==> src/rtl/ram_stream_reader.sv <==
// ram_stream_reader: reads a burst of words from a synchronous RAM and emits them on a valid/ready stream.
// The RAM word is forwarded straight through when the FIFO is empty, so the first word appears two cycles after start.
module ram_stream_reader #(
    parameter int ADDR_WIDTH = 8,
    parameter int DATA_WIDTH = 8
) (
    input  logic                  clk,
    input  logic                  rst_n,
    input  logic                  start,
    input  logic [ADDR_WIDTH-1:0] base_addr,
    input  logic [ADDR_WIDTH:0]   length,
    output logic                  ram_en,
    output logic                  ram_we,
    output logic [ADDR_WIDTH-1:0] ram_addr,
    input  logic [DATA_WIDTH-1:0] ram_dout,
    output logic                  m_valid,
    input  logic                  m_ready,
    output logic [DATA_WIDTH-1:0] m_data,
    output logic                  m_last,
    output logic                  busy,
    output logic                  done
);
    typedef enum logic [1:0] {IDLE, READ, DRAIN} state_t;
    localparam logic [ADDR_WIDTH:0] ONE = 1;
    state_t                state_q, state_d;
    logic [ADDR_WIDTH-1:0] addr_q, addr_d;
    logic [ADDR_WIDTH:0]   issue_left_q, issue_left_d, xfer_left_q, xfer_left_d;
    logic                  inflight_q, inflight_d, done_q, done_d;
    logic [DATA_WIDTH-1:0] mem_q [2];
    logic [DATA_WIDTH-1:0] mem_d [2];
    logic                  rd_q, rd_d, wr_q, wr_d;
    logic [1:0]            count_q, count_d;
    logic                  issue, xfer, push, pop;
    always_comb begin
        m_valid  = count_q != 2'd0 || inflight_q;
        m_data   = count_q != 2'd0 ? mem_q[rd_q] : inflight_q ? ram_dout : '0;
        m_last   = m_valid && xfer_left_q == ONE;
        xfer     = m_valid && m_ready;
        // never have more than two words owed to the consumer once this cycle's transfer is counted
        issue    = state_q == READ && ({1'b0, count_q} + {2'b0, inflight_q}) < (3'd2 + {2'b0, xfer});
        pop      = xfer && count_q != 2'd0;
        push     = inflight_q && !(xfer && count_q == 2'd0);
        ram_en   = issue;
        ram_we   = 1'b0;
        ram_addr = addr_q;
        busy     = state_q != IDLE;
        done     = done_q;
        state_d      = state_q;
        addr_d       = issue ? addr_q + 1'b1 : addr_q;
        issue_left_d = issue ? issue_left_q - ONE : issue_left_q;
        xfer_left_d  = xfer ? xfer_left_q - ONE : xfer_left_q;
        inflight_d   = issue;
        done_d       = 1'b0;
        mem_d        = mem_q;
        if (push) mem_d[wr_q] = ram_dout;
        wr_d    = push ? ~wr_q : wr_q;
        rd_d    = pop ? ~rd_q : rd_q;
        count_d = count_q + {1'b0, push} - {1'b0, pop};
        if (state_q == IDLE && start) begin
            done_d = length == '0;
            if (length != '0) begin
                state_d      = READ;
                addr_d       = base_addr;
                issue_left_d = length;
                xfer_left_d  = length;
            end
        end
        if (state_q == READ && issue && issue_left_q == ONE) state_d = DRAIN;
        if (state_q == DRAIN && xfer && m_last) begin
            state_d = IDLE;
            done_d  = 1'b1;
        end
    end
    always_ff @(posedge clk) begin
        if (!rst_n) begin
            state_q      <= IDLE;
            addr_q       <= '0;
            issue_left_q <= '0;
            xfer_left_q  <= '0;
            inflight_q   <= 1'b0;
            done_q       <= 1'b0;
            mem_q        <= '{default: '0};
            rd_q         <= 1'b0;
            wr_q         <= 1'b0;
            count_q      <= 2'd0;
        end else begin
            state_q      <= state_d;
            addr_q       <= addr_d;
            issue_left_q <= issue_left_d;
            xfer_left_q  <= xfer_left_d;
            inflight_q   <= inflight_d;
            done_q       <= done_d;
            mem_q        <= mem_d;
            rd_q         <= rd_d;
            wr_q         <= wr_d;
            count_q      <= count_d;
        end
    end
endmodule

==> config.mk <==
export PLATFORM = sky130hd
export DESIGN_NAME = ram_stream_reader
export DESIGN_NICKNAME = d
export VERILOG_FILES = /design/src/rtl/ram_stream_reader.sv
export SDC_FILE = /design/constraint.sdc
export NUM_CORES = 1
export LEC_CHECK = 0
export BUFFER_PORTS_ARGS = -buffer_cell sky130_fd_sc_hd__buf_2
export CORE_UTILIZATION = 59
export CTS_CLUSTER_DIAMETER = 40
export DETAILED_ROUTE_END_ITERATION = 10
export GPL_TIMING_DRIVEN = 0
export HOLD_SLACK_MARGIN = 0.05
export PLACE_DENSITY = 0.87
export SYNTH_ARGS = -nofsm -noshare
export SYNTH_HDL_FRONTEND = slang
export SYNTH_SLANG_ARGS = --single-unit
==> constraint.sdc <==
create_clock -name clk -period 6 [get_ports clk]
set_input_delay 0.3 -clock clk [delete_from_list [all_inputs] [get_ports clk]]
set_output_delay 0.3 -clock clk [all_outputs]
set_load 0.01 [all_outputs]
==> results of run 1 <==
==> registers in the layout (all words and copies together), names as in the netlist <==
name          cells
xfer_left_q       9
wr_q              1
inflight_q        1
ram_addr          8
mem_q            16
state_q           2
count_q           2
rd_q              1
done              1
issue_left_q      9
==> Yosys cell counts, drive strengths merged (4+ instances only) <==
cell / number
or4b: 4
xor2: 11
o21ai: 34
clkbuf: 7
a31oi: 13
nand2: 10
nor3b: 4
nor2: 27
or3: 11
ha: 9
inv: 10
nand3: 16
dfxtp: 50
nand4: 4
a21oi: 12
mux2i: 25
buf: 11
==> worst reg2reg max path, stage by stage (launching register included) <==
cell and delay [ps]:
sky130_fd_sc_hd__dfxtp_1 460, sky130_fd_sc_hd__ha_1 210, sky130_fd_sc_hd__ha_1 260, sky130_fd_sc_hd__or4b_4 230, sky130_fd_sc_hd__o2111ai_2 200, sky130_fd_sc_hd__buf_4 240, sky130_fd_sc_hd__nor4b_1 580, sky130_fd_sc_hd__o21ba_2 200
==> metal layers <==
layer	routed length (um)	track usage, %
met5	0	0
met4	85	9.694
met3	271	6.908
met2	3145	49.63
met1	2962	37.55
==> worst max-delay path by stage <==
stage / to / slack (ps) / cells after the start
detailed placement: issue_left_q[1] / 3690 / 7
global route: ram_en / 3230 / 8
floorplan: issue_left_q[1] / 3900 / 7
global placement: ram_en / 3730 / 8
CTS: ram_en / 3340 / 8
finish: ram_en / 3330 / 8
==> power by group through the flow <==
stage	Clock [mW]	Sequential, mW	Combinational, mW
6_report	0.239	0.411	0.323
5_1_grt	0.253	0.416	0.356
4_1_cts	0.239	0.409	0.321
3_5_place_dp	0	0.416	0.314
3_3_place_gp	0	0.414	0.305
2_1_floorplan	0	0.410	0.229
==> area by class of cell <==
cell class              count  area [sq um]
multi-input cells         221          1480
fillers                   342          1101
flip-flops and latches     50          1001
repair buffers             49         245.2
plain buffers              18         106.4
clock buffers               6         72.57
well taps                  50         62.56
clock inverters             2         37.54
inverters                  10         37.54
==> cell families after synthesis <==
group                    after synthesis
adder cells (fa/ha/maj)                9
flip-flops                            50
XOR/XNOR                              14
multiplexers                          26
other                                  1
AND/OR/NAND/NOR                      101
buffers and inverters                 28
AO/OA/AOI/OAI                         70
==> flow_results.org, run 1 <==
** Floorplanning
- From bottom edge to top edge, the die measures 68.70 um.
- Top-Level Pins :: 51
- The core region is 0.004144 sq mm.
- Row generation in the floorplan step produced 23 rows.
- Once the floorplan was initialized, standard cells occupied 63.35% of the core.
- Die extent in x :: 68.70 um
- Area of the die :: 0.004720 sq mm

** Clocking
- For this design, the CTS-stage hold fixing added 0 buffers.
- Clock latency on the worst-skew pair, taken at its later pin, is 310 ps.
- Total clock buffers created by CTS :: 5
- Cell chosen for the clock root :: sky130_fd_sc_hd__clkbuf_8
- CTS resizes :: 0
- Post-CTS Setup Inserts :: 0
- Clock tree from TritonCTS :: yes
- Counting along the longest clock path gives a buffer depth of 2.
- The clock tree synthesis step divided the H-tree into 2 levels.
- Clock-pin transition on the worst setup and hold timing paths :: 90 ps
- CTS saw 50 sinks.

** Yosys
- During synthesis, Yosys emitted a total of 0 warnings.
- The share of the Yosys chip area taken by registers is 38.13%.
- Synthesis inferred 50 register bits.
- Share of synthesized cell area in full adder, half adder and majority cells :: 4.290%
- Counting distinct cell types in the post-synthesis netlist gives 48.
- For this run, the leading register cell type out of synthesis is sky130_fd_sc_hd__dfxtp_1.
- Number of synthesized flops with an enable pin :: 0
- Multiplexer share of the synthesized area :: 9.962%
- By area the synthesized netlist is led by sky130_fd_sc_hd__dfxtp_1 (38%), sky130_fd_sc_hd__mux2i_1 (9.5%), sky130_fd_sc_hd__o21ai_0 (5.0%).
- Summed instance area of the synthesized netlist :: 0.002625 sq mm
- Summing the areas of all and, or, nand and nor instances in the mapped netlist gives 21.40% of the synthesized area.
- Mean instance size in the synthesized netlist :: 8.779 sq um
- Dominant combinational cell family by area after synthesis :: simple AND/OR/NAND/NOR gates
- XOR/XNOR Fraction of Synth Area :: 4.671%
- Counting every net in the synthesized netlist gives 337.
- Post-synth top area share :: 38.13%
- Synthesized-area fraction occupied by ao, oa, aoi and oai cells :: 15.92%
- Synthesis handed over a netlist of 299 instances.
- After synthesis, the share of flip-flops with an asynchronous set or reset is 0%.
- Cell taking the most area after synthesis :: sky130_fd_sc_hd__dfxtp_1

** STA
- Count of final hold-check violations :: 0
- Fmax :: 0.3748 GHz
- The worst pin sits at a relative slew slack of 47.78%.
- Worst Slack Setup Final :: 3332 ps
- For the final routed database, the setup TNS stands at 0 ps.
- At the pin with the least slew margin, the transition time is 781.6 ps.
- The number of max-slew violations in the final report is 0.
- The tightest hold path in the finished design has a slack of 255.8 ps.
- Part of the cycle the worst path needs :: 44.47%
- Setup violations remaining at the end of the flow were counted as 0.
- The smallest clock period supported by the final layout is computed as 2668 ps.
- For the final database, setup skew stands at 11.58 ps.
- Unrepaired setup endpoints after global routing :: no

** Global routing
- Entering global routing, the biggest net connects 16 pins.
- For this run, the total global-route usage over all layers was measured as 29.68%.
- The number of global-route vias before repair was 2216.
- GR Overflow Total :: 0
- Global-route wire length before repair :: 10210 um
- Antenna violations before repair :: 0

** Setup path
- In this run the critical register-to-register path is launched from count_q[0].
- By instance count, the cell type seen most on the critical path is sky130_fd_sc_hd__ha_1.
- Broken down by cell family, the worst path's largest delay share belongs to adder cells.
- Register-to-Register Setup Slack :: 3590 ps
- The worst register-to-register path ends at state_q[1].
- Critical path launch point type :: flip-flop
- Critical path launch point :: count_q[0]
- In this design, the stage delay of the slowest critical-path cell is 480 ps.
- STA puts the critical path data required time at 5700 ps.
- Along the worst path, the maximum fanout reaches 10.
- Worst path arrival time :: 2370 ps
- Cell chain of the critical path :: ha_1 -> ha_1 -> or4b_4 -> o2111ai_2 -> buf_6 -> buf_8 -> inv_1 -> buf_2
- Worst setup path class :: reg -> out
- STA classifies the critical path endpoint as an output pin.
- Cell with the biggest individual delay on the critical path :: sky130_fd_sc_hd__or4b_4
- Buffer and inverter count on the worst path :: 4
- R2r worst-path depth :: 7

** Detailed routing
- Remaining number of nets flagged by the antenna check after routing :: 0
- Avg WL per Cell :: 15.92 um
- Final Routed Wirelength :: 6464 um
- For this run, design rule violations remaining after detail routing come to 0.
- Dividing the detail-routed via count by the number of cells gives 6.000.
- In this run, the number of DRC markers left after iteration 0 of detailed routing was 122.
- The first detailed-routing pass ran for 4 iterations.
- Total via count in the routed design :: 2436

** Final layout
- Commonest cells after routing, fill and taps aside :: sky130_fd_sc_hd__buf_2 (53), sky130_fd_sc_hd__dfxtp_1 (50), sky130_fd_sc_hd__nor2_1 (27)
- Growth of design area from synthesis to finish :: 15.92%
- 0 antenna diodes ended up in the layout.
- Most frequent standard cell in the layout excluding fill and tap cells :: sky130_fd_sc_hd__buf_2
- Once layout is complete, the utilization of the core stands at 73.43%.
- Post-Layout Cell Count :: 406
- The post-route netlist has 21.63% of its cells at a drive strength greater than 1.
- After the last flow step, the layout net total stands at 393.
- Post-route design area :: 0.003043 sq mm

** Power and ir drop
- In this run the power density over the cells is 319.6 mW/mm^2.
- Leakage :: 1.284 nW
- Power dissipated by switching net loads :: 0.3437 mW
- Total chip power :: 0.9726 mW
- Net switching is 35.34% of the power.
- Combinational cell fraction of total power :: 33.2%
- Internal power comes to 0.6288 mW.
- Sequential cells burn 42.2% of the power.
- Worst vdd ir :: 0.0001528 V
- Of the total power, the clock network draws 24.6%.

** Status
- The run finished with clean final reports.

** Placed design
- After detailed placement, the total cell area comes to 0.002933 sq mm.
- Routability-driven placement finished with a final weighted congestion of 0.8067.
- Placed insts :: 398
- Post-Place Setup Slack :: 3690 ps
- Port Buffer Count :: 49
- Detailed placement finished with a half-perimeter wire length of 4618 um.

** Worst hold path
- The tightest min-delay check is of the in -> reg type.
- For hold timing, the worst endpoint is mem_q[7].
- Along the worst hold path, the cell count comes to 3.
- Hold Crit Start :: ram_dout[7]

** Flow run
- Max-cap check violation count :: 0
Note: power is estimated with default switching activity, not from simulation.
==> inputs of run 2 (changes only) <==
--- a/config.mk
+++ b/config.mk
@@ -6,12 +6,12 @@
 export NUM_CORES = 1
 export LEC_CHECK = 0
 export BUFFER_PORTS_ARGS = -buffer_cell sky130_fd_sc_hd__buf_2
-export CORE_UTILIZATION = 59
+export CORE_UTILIZATION = 55
 export CTS_CLUSTER_DIAMETER = 40
 export DETAILED_ROUTE_END_ITERATION = 10
 export GPL_TIMING_DRIVEN = 0
 export HOLD_SLACK_MARGIN = 0.05
-export PLACE_DENSITY = 0.87
+export PLACE_DENSITY = 0.82
 export SYNTH_ARGS = -nofsm -noshare
 export SYNTH_HDL_FRONTEND = slang
 export SYNTH_SLANG_ARGS = --single-unit
==> constraint.sdc (replaced) <==
create_clock -name clk -period 2.55 [get_ports clk]
set_input_delay 0.1275 -clock clk [delete_from_list [all_inputs] [get_ports clk]]
set_output_delay 0.1275 -clock clk [all_outputs]
set_load 0.01 [all_outputs]
==> run 2 against run 1 <==
Effect of this change:
- the run now ends with DRC left
- critical path type unchanged
- global-route usage shrank 3.1 points
- sequential share of layout area shrank 0.13 points
- register-to-register slack lost 3400 ps
- non-clock buffer count grew 1
==> flow_results.org, run 2 (synthesis results as in run 1) <==
** Status
- Result of the run :: finished, violations left
- Violated checks :: DRC

** STA
- Finish-stage setup viols :: 0
- Remaining max-slew budget at the tightest pin :: 52.33%
- Part of the cycle the worst path needs :: 95.24%
- Worst Slack Setup Final :: 121.5 ps
- On the final layout, the worst clock skew is 4.100 ps.
- The count of endpoints failing hold in the final timing report is 0.
- The number of max-slew violations in the final report is 0.
- Post-Route Setup TNS :: 0 ps
- Subtracting the final worst setup slack from the clock period gives 2429 ps.
- Unrepaired setup endpoints after global routing :: no
- Actual transition at the worst max-transition pin :: 713.6 ps
- Timing would allow up to 0.4118 GHz.

** Clocking
- No sink is reached through more buffers than the 2 on the longest clock path.
- CTS resizes :: 0
- Clock latency on the worst-skew pair, taken at its later pin, is 310 ps.
- Clock-pin transition on the worst setup and hold timing paths :: 90 ps
- Clock tree from TritonCTS :: yes
- In this run, post-CTS hold repair placed 0 buffers.
- The clock tree synthesis step divided the H-tree into 2 levels.
- Clock tree synthesis inserted a total of 5 buffers.
- After clock tree synthesis, the setup repair step added 0 buffers.
- The tree is rooted in a sky130_fd_sc_hd__clkbuf_8.
- # clock sinks :: 50

** Floorplanning
- The floorplan step set the die width to 71.09 um.
- The floorplan step defined a die boundary enclosing 0.005053 sq mm.
- The initial utilization of the core area, before any placement, comes to 58.67%.
- 51 I/O pins were placed.
- In this run the core area contains 24 standard-cell rows.
- In this run the standard cell core region covers 0.004474 sq mm.
- Measured along the y axis, the die boundary spans 71.09 um.

** Placed design
- During placement, the flow inserted port buffers numbering 49.
- Prior to clock tree synthesis, the placed netlist has a worst setup slack of 262.4 ps.
- Area after DPL :: 0.002935 sq mm
- Detailed placement ended at an HPWL of 4575 um.
- At the end of routability-driven placement, the weighted congestion stood at 0.8400.

** Global routing
- Across every metal layer, demand over resource in global routing totals 26.54%.
- After global routing the overflow that remains totals 0.
- Global-route wire length before repair :: 10420 um
- The number of global-route vias before repair came to 2202.
- Maximum number of pins on one net before global-route repair :: 15
- Antenna violations before repair :: 0

** Final layout
- Counting flops per register, the top entry is mem_q.
- After routing the design area is 0.003055 sq mm.
- The library cell used most frequently in the layout, excluding fill and tap cells, is sky130_fd_sc_hd__buf_2.
- Count of filler cells inserted in the layout :: 366
- Layout cell share with drive strength beyond 1 :: 21.91%
- For this run, the post-layout net count is 394.
- The register with the most flip-flops in the layout has 16 of them.
- Compared with the post-synthesis result, the final layout area differs by 16.40%.
- The number of antenna diodes in the final layout is 0.
- Leaving out fill and tap cells, the most frequent cells in the layout are sky130_fd_sc_hd__buf_2 (53), sky130_fd_sc_hd__dfxtp_1 (50), sky130_fd_sc_hd__nor2_1 (27).
- The largest registers in the layout are mem_q x16, issue_left_q x9, xfer_left_q x9.

** Power and ir drop
- Total chip power :: 2.305 mW
- In this run the static leakage power is 1.294 nW.
- Pwr dens :: 754.3 mW/mm^2
- IR analysis of the VDD net gives a maximum drop of 0.0004440 V.

** Setup path
- The critical path in this run is classified as reg -> out.
- The startpoint identified for the worst register-to-register timing path is count_q[0].
- In this run the worst path has a maximum fanout of 10.
- Critical Path RT :: 2420 ps
- Kind of end point of the critical path :: output pin
- Endpoint of the worst register-to-register path :: issue_left_q[8]
- STA classifies the critical path startpoint as a flip-flop.
- At the worst endpoint, the arrival time is 2300 ps.
- The worst register-to-register path has a setup slack of 200 ps.
- R2r worst-path depth :: 8

** Worst hold path
- Hold Crit Start :: ram_dout[1]
- Type of the most critical hold path :: in -> reg
- The path with the worst hold slack has its endpoint at mem_q[1].
- Worst Hold Depth :: 3

** Detailed routing
- Number of violations reported at the end of detailed-routing iteration 0 :: 184
- Total via count in the routed design :: 2383
- Routed via count divided by cell count :: 5.841
- Avg WL per Cell :: 15.50 um
- For this run, design rule violations remaining after detail routing come to 3.
- The final layout contains routed wiring with a total length of 6325 um.
- Drt pass-1 iters :: 7
- Remaining number of nets flagged by the antenna check after routing :: 0

** Flow run
- Max-cap check violation count :: 0
-- run 2: changes by cell type in the layout (fill, tap and decap cells not counted), sizes merged --
cell,delta
buf,+1
clkinvlp,-1
-- run 2: worst max-delay path by stage --
stage,endpoint,from
after floorplan,issue_left_q[1],inflight_q
after global placement,issue_left_q[1],count_q[0]
after detailed placement,issue_left_q[1],count_q[0]
after CTS,ram_en,count_q[0]
after global routing,ram_en,count_q[0]
final,ram_en,count_q[0]
-- run 2: area by class of cell --
cell class                 count  area [sq um]  area share [%]
multi-input combinational    221          1480           48.44
sequential                    50          1001           32.76
timing repair buffer          50         252.7           8.272
buffer                        18         106.4           3.481
clock buffer                   6         82.58           2.703
tap                           52         65.06           2.129
inverter                      10         37.54           1.229
clock inverter                 1         30.03          0.9828
-- run 2: critical path: stages (launching register included) --
cell and delay (ps):
sky130_fd_sc_hd__dfxtp_1 380, sky130_fd_sc_hd__ha_1 210, sky130_fd_sc_hd__ha_1 300, sky130_fd_sc_hd__or4b_4 480
sky130_fd_sc_hd__o2111ai_2 170, sky130_fd_sc_hd__buf_6 160, sky130_fd_sc_hd__buf_8 130, sky130_fd_sc_hd__inv_1 40
sky130_fd_sc_hd__buf_2 130
-- run 2: where the power goes --
part           internal (mW)  switching, mW  total [mW]  leakage, nW
registers              0.870         0.0954       0.965        0.410
logic                  0.325          0.444       0.769        0.827
clock network          0.314          0.256       0.570       0.0573
total                   1.51          0.796        2.30         1.29
-- run 2: routing by layer --
metal | routed length, um | up-vias | GRT usage [%]
met3 | 285 | 9 | 6.695
met2 | 3117 | 57 | 43.80
met5 | 0 | - | 0
met4 | 89 | 0 | 7.556
met1 | 2833 | 1129 | 34.52
li1 | - | 1188 | -
-- run 2: per-stage QoR --
stage | instances | hold slack [ps] | util (%)
finish | 408 | 84.54 | 68.29
global route | 408 | 85.64 | 68.29
CTS | 407 | 83.34 | 68.12
detailed placement | 400 | 401.4 | 65.60
global placement | 400 | 393.6 | 65.60
floorplan | 299 | 271.4 | -
==> inputs of run 3 (changes only) <==
--- a/config.mk
+++ b/config.mk
@@ -12,6 +12,7 @@
 export GPL_TIMING_DRIVEN = 0
 export HOLD_SLACK_MARGIN = 0.05
 export PLACE_DENSITY = 0.82
+export SETUP_SLACK_MARGIN = 0.3
 export SYNTH_ARGS = -nofsm -noshare
 export SYNTH_HDL_FRONTEND = slang
 export SYNTH_SLANG_ARGS = --single-unit
==> run 3 against run 2 <==
Effect of this change:
- the flow still finishes with violations (DRC)
- die area stayed put
- combinational power is 11% higher
- total power is 4.0% higher
- count of clock-buffer cells in the layout stayed put
- critical endpoint unchanged
- non-clock buffer count is 6 higher
- register-to-register slack better by 170 ps
- critical path depth stayed put
- highest routed layer unchanged
- utilization is 2.5 points higher
==> flow_results.org, run 3 (synthesis results as in run 1) <==
** Status
- Result of the run :: finished, violations left
- Violated checks :: DRC

** Final layout
- Final net count :: 400
- Final design utilization :: 70.78%
- Counting the fill cells in the layout gives 342.
- Antenna fix cells :: 0
- The register with the most flip-flops in the layout has 16 of them.
- The multi-input combinational cells in the finished layout cover a total of 0.001528 sq mm.
- Layout cell share with drive strength beyond 1 :: 25.69%
- Top register by number of flip-flops :: mem_q
- The library cell used most frequently in the layout, excluding fill and tap cells, is sky130_fd_sc_hd__buf_2.
- Commonest cells after routing, fill and taps aside :: sky130_fd_sc_hd__buf_2 (52), sky130_fd_sc_hd__dfxtp_1 (47), sky130_fd_sc_hd__o21ai_0 (26), sky130_fd_sc_hd__nor2_1 (26), sky130_fd_sc_hd__mux2i_1 (25)
- Reg area :: 0.001010 sq mm
- In the final layout, the registers with the most flip-flops are mem_q x16, issue_left_q x9, xfer_left_q x9.
- Post-route design area :: 0.003167 sq mm
- Compared with the post-synthesis result, the final layout area differs by 20.64%.
- Leaving out filler cells and counting taps, the final layout contains 414.

** Clocking
- The clock passes through at most 2 buffers.
- The tree is rooted in a sky130_fd_sc_hd__clkbuf_8.
- The clock reaches the later pin of the worst-skew pair after 310 ps.
- TritonCTS built the clock tree.
- # clock sinks :: 50
- Clock-pin slew was measured on the worst setup and hold paths at 90 ps.
- Total clock buffers created by CTS :: 5
- H-Tree Depth :: 2
- Number of hold-repair buffers added at the cts stage :: 0

** Placed design
- Before CTS, the worst setup slack after placement is 262.4 ps.
- Final weighted congestion in routability-driven placement :: 0.8400
- Port Buffer Count :: 49
- Placed insts :: 400
- Hpwl dp :: 4575 um
- Area after DPL :: 0.002935 sq mm

** STA
- The final critical path takes up 86.62% of the cycle.
- Setup violations remaining at the end of the flow were counted as 0.
- Based on the critical path, the design can be clocked at up to 0.4528 GHz.
- Actual transition at the worst max-transition pin :: 722.8 ps
- Tmin final :: 2209 ps
- Count of final max-slew check failures :: 0
- Worst hold slack across all endpoints :: 79.95 ps
- Remaining max-slew budget at the tightest pin :: 51.71%
- In the final timing run, aggregate negative setup slack is 0 ps.
- The count of endpoints failing hold in the final timing report was 0.
- Setup slack closes at 341.3 ps.
- Worst clock skew :: 5.298 ps
- Setup repair after global routing could not meet its margin everywhere.

** Detailed routing
- Remaining number of nets flagged by the antenna check after routing :: 0
- In this run, the number of DRC markers left after iteration 0 of detailed routing was 164.
- Drt pass-1 iters :: 9
- Final Routed Wirelength :: 6550 um
- In the routed design, unresolved DRC markers number 3.
- Across all layers, the routed design uses 2421 vias.
- In the final routed layout, each cell accounts on average for 15.82 um.
- Routed via count divided by cell count :: 5.848

** Global routing
- Via count of the first global-routing pass :: 2282
- Global-route total usage across every layer :: 27.36%
- The first global-routing pass estimated 10760 um of wire.
- Maximum number of pins on one net before global-route repair :: 15
- GR Overflow Total :: 0
- Antenna violations before repair :: 0

** Setup path
- Kind of end point of the critical path :: output pin
- The worst setup path is of the reg -> out kind.
- R2r worst-path depth :: 7
- Critical path launch point type :: flip-flop
- In this run the worst path has a maximum fanout of 4.
- Critical Path RT :: 2420 ps
- For the worst setup path, the data arrival time is 2080 ps.

** Floorplanning
- The floorplan step set the die height to 71.09 um.
- Area of the die :: 0.005053 sq mm
- 51 I/O pins were placed.
- The floorplan step set the die width to 71.09 um.
- Row generation in the floorplan step produced 24 rows.
- Floorplan Core Area :: 0.004474 sq mm
- Once the floorplan was initialized, standard cells occupied 58.67% of the core.

** Power and ir drop
- Power spread over the standard cell area amounts to 757.2 mW/mm^2.
- Worst vdd ir :: 0.0004432 V
- The design draws 2.398 mW.
- Summed over all cells, the static leakage comes to 1.324 nW.

** Flow run
- Max-cap check violation count :: 0

** Worst hold path
- Worst Hold Depth :: 3
- In this run the worst hold path is classified as in -> reg.
[run 3: final cells by class]
cell class	instances	area share [%]
multi-input cells	221	48.24
inverters	10	1.185
repair buffers	56	9.719
clock inverters	1	0.9482
well taps	52	2.055
plain buffers	18	3.358
flip-flops and latches	50	31.88
clock buffers	6	2.608
[run 3: final timing paths]
check         startpoint  slack [ps]              end
max reg2reg   count_q[0]         370  issue_left_q[1]
max           count_q[0]         340           ram_en
min          ram_dout[1]          80         mem_q[1]
min reg2reg    mem_q[15]         500        mem_q[15]
[run 3: critical path, stage by stage (launching register included)]
cell	delay (ps)
sky130_fd_sc_hd__dfxtp_4	360
sky130_fd_sc_hd__ha_4	160
sky130_fd_sc_hd__ha_4	250
sky130_fd_sc_hd__or4b_4	480
sky130_fd_sc_hd__o2111ai_4	150
sky130_fd_sc_hd__buf_6	150
sky130_fd_sc_hd__buf_8	90
sky130_fd_sc_hd__inv_2	30
sky130_fd_sc_hd__buf_6	110
[run 3: power by group]
| group | switching, mW | leakage, nW | internal, mW |
|---|---|---|---|
| combinational | 0.480 | 0.855 | 0.375 |
| sequential | 0.0931 | 0.412 | 0.875 |
| clock | 0.262 | 0.0573 | 0.314 |
| total | 0.834 | 1.32 | 1.56 |
[run 3: repair_timing]
item,in CTS,in global routing
resized for setup,8,8
pin swaps,2,5
setup buffers,6,1
endpoints found under the setup margin,2,13
[run 3: layer usage]
metal	share of wire [%]	track usage, %	vias up
li1	-	-	1202
met3	4.7	7.123	8
met2	49	46.15	62
met1	45	34.34	1149
met5	0	0	-
met4	1.1	8.444	0
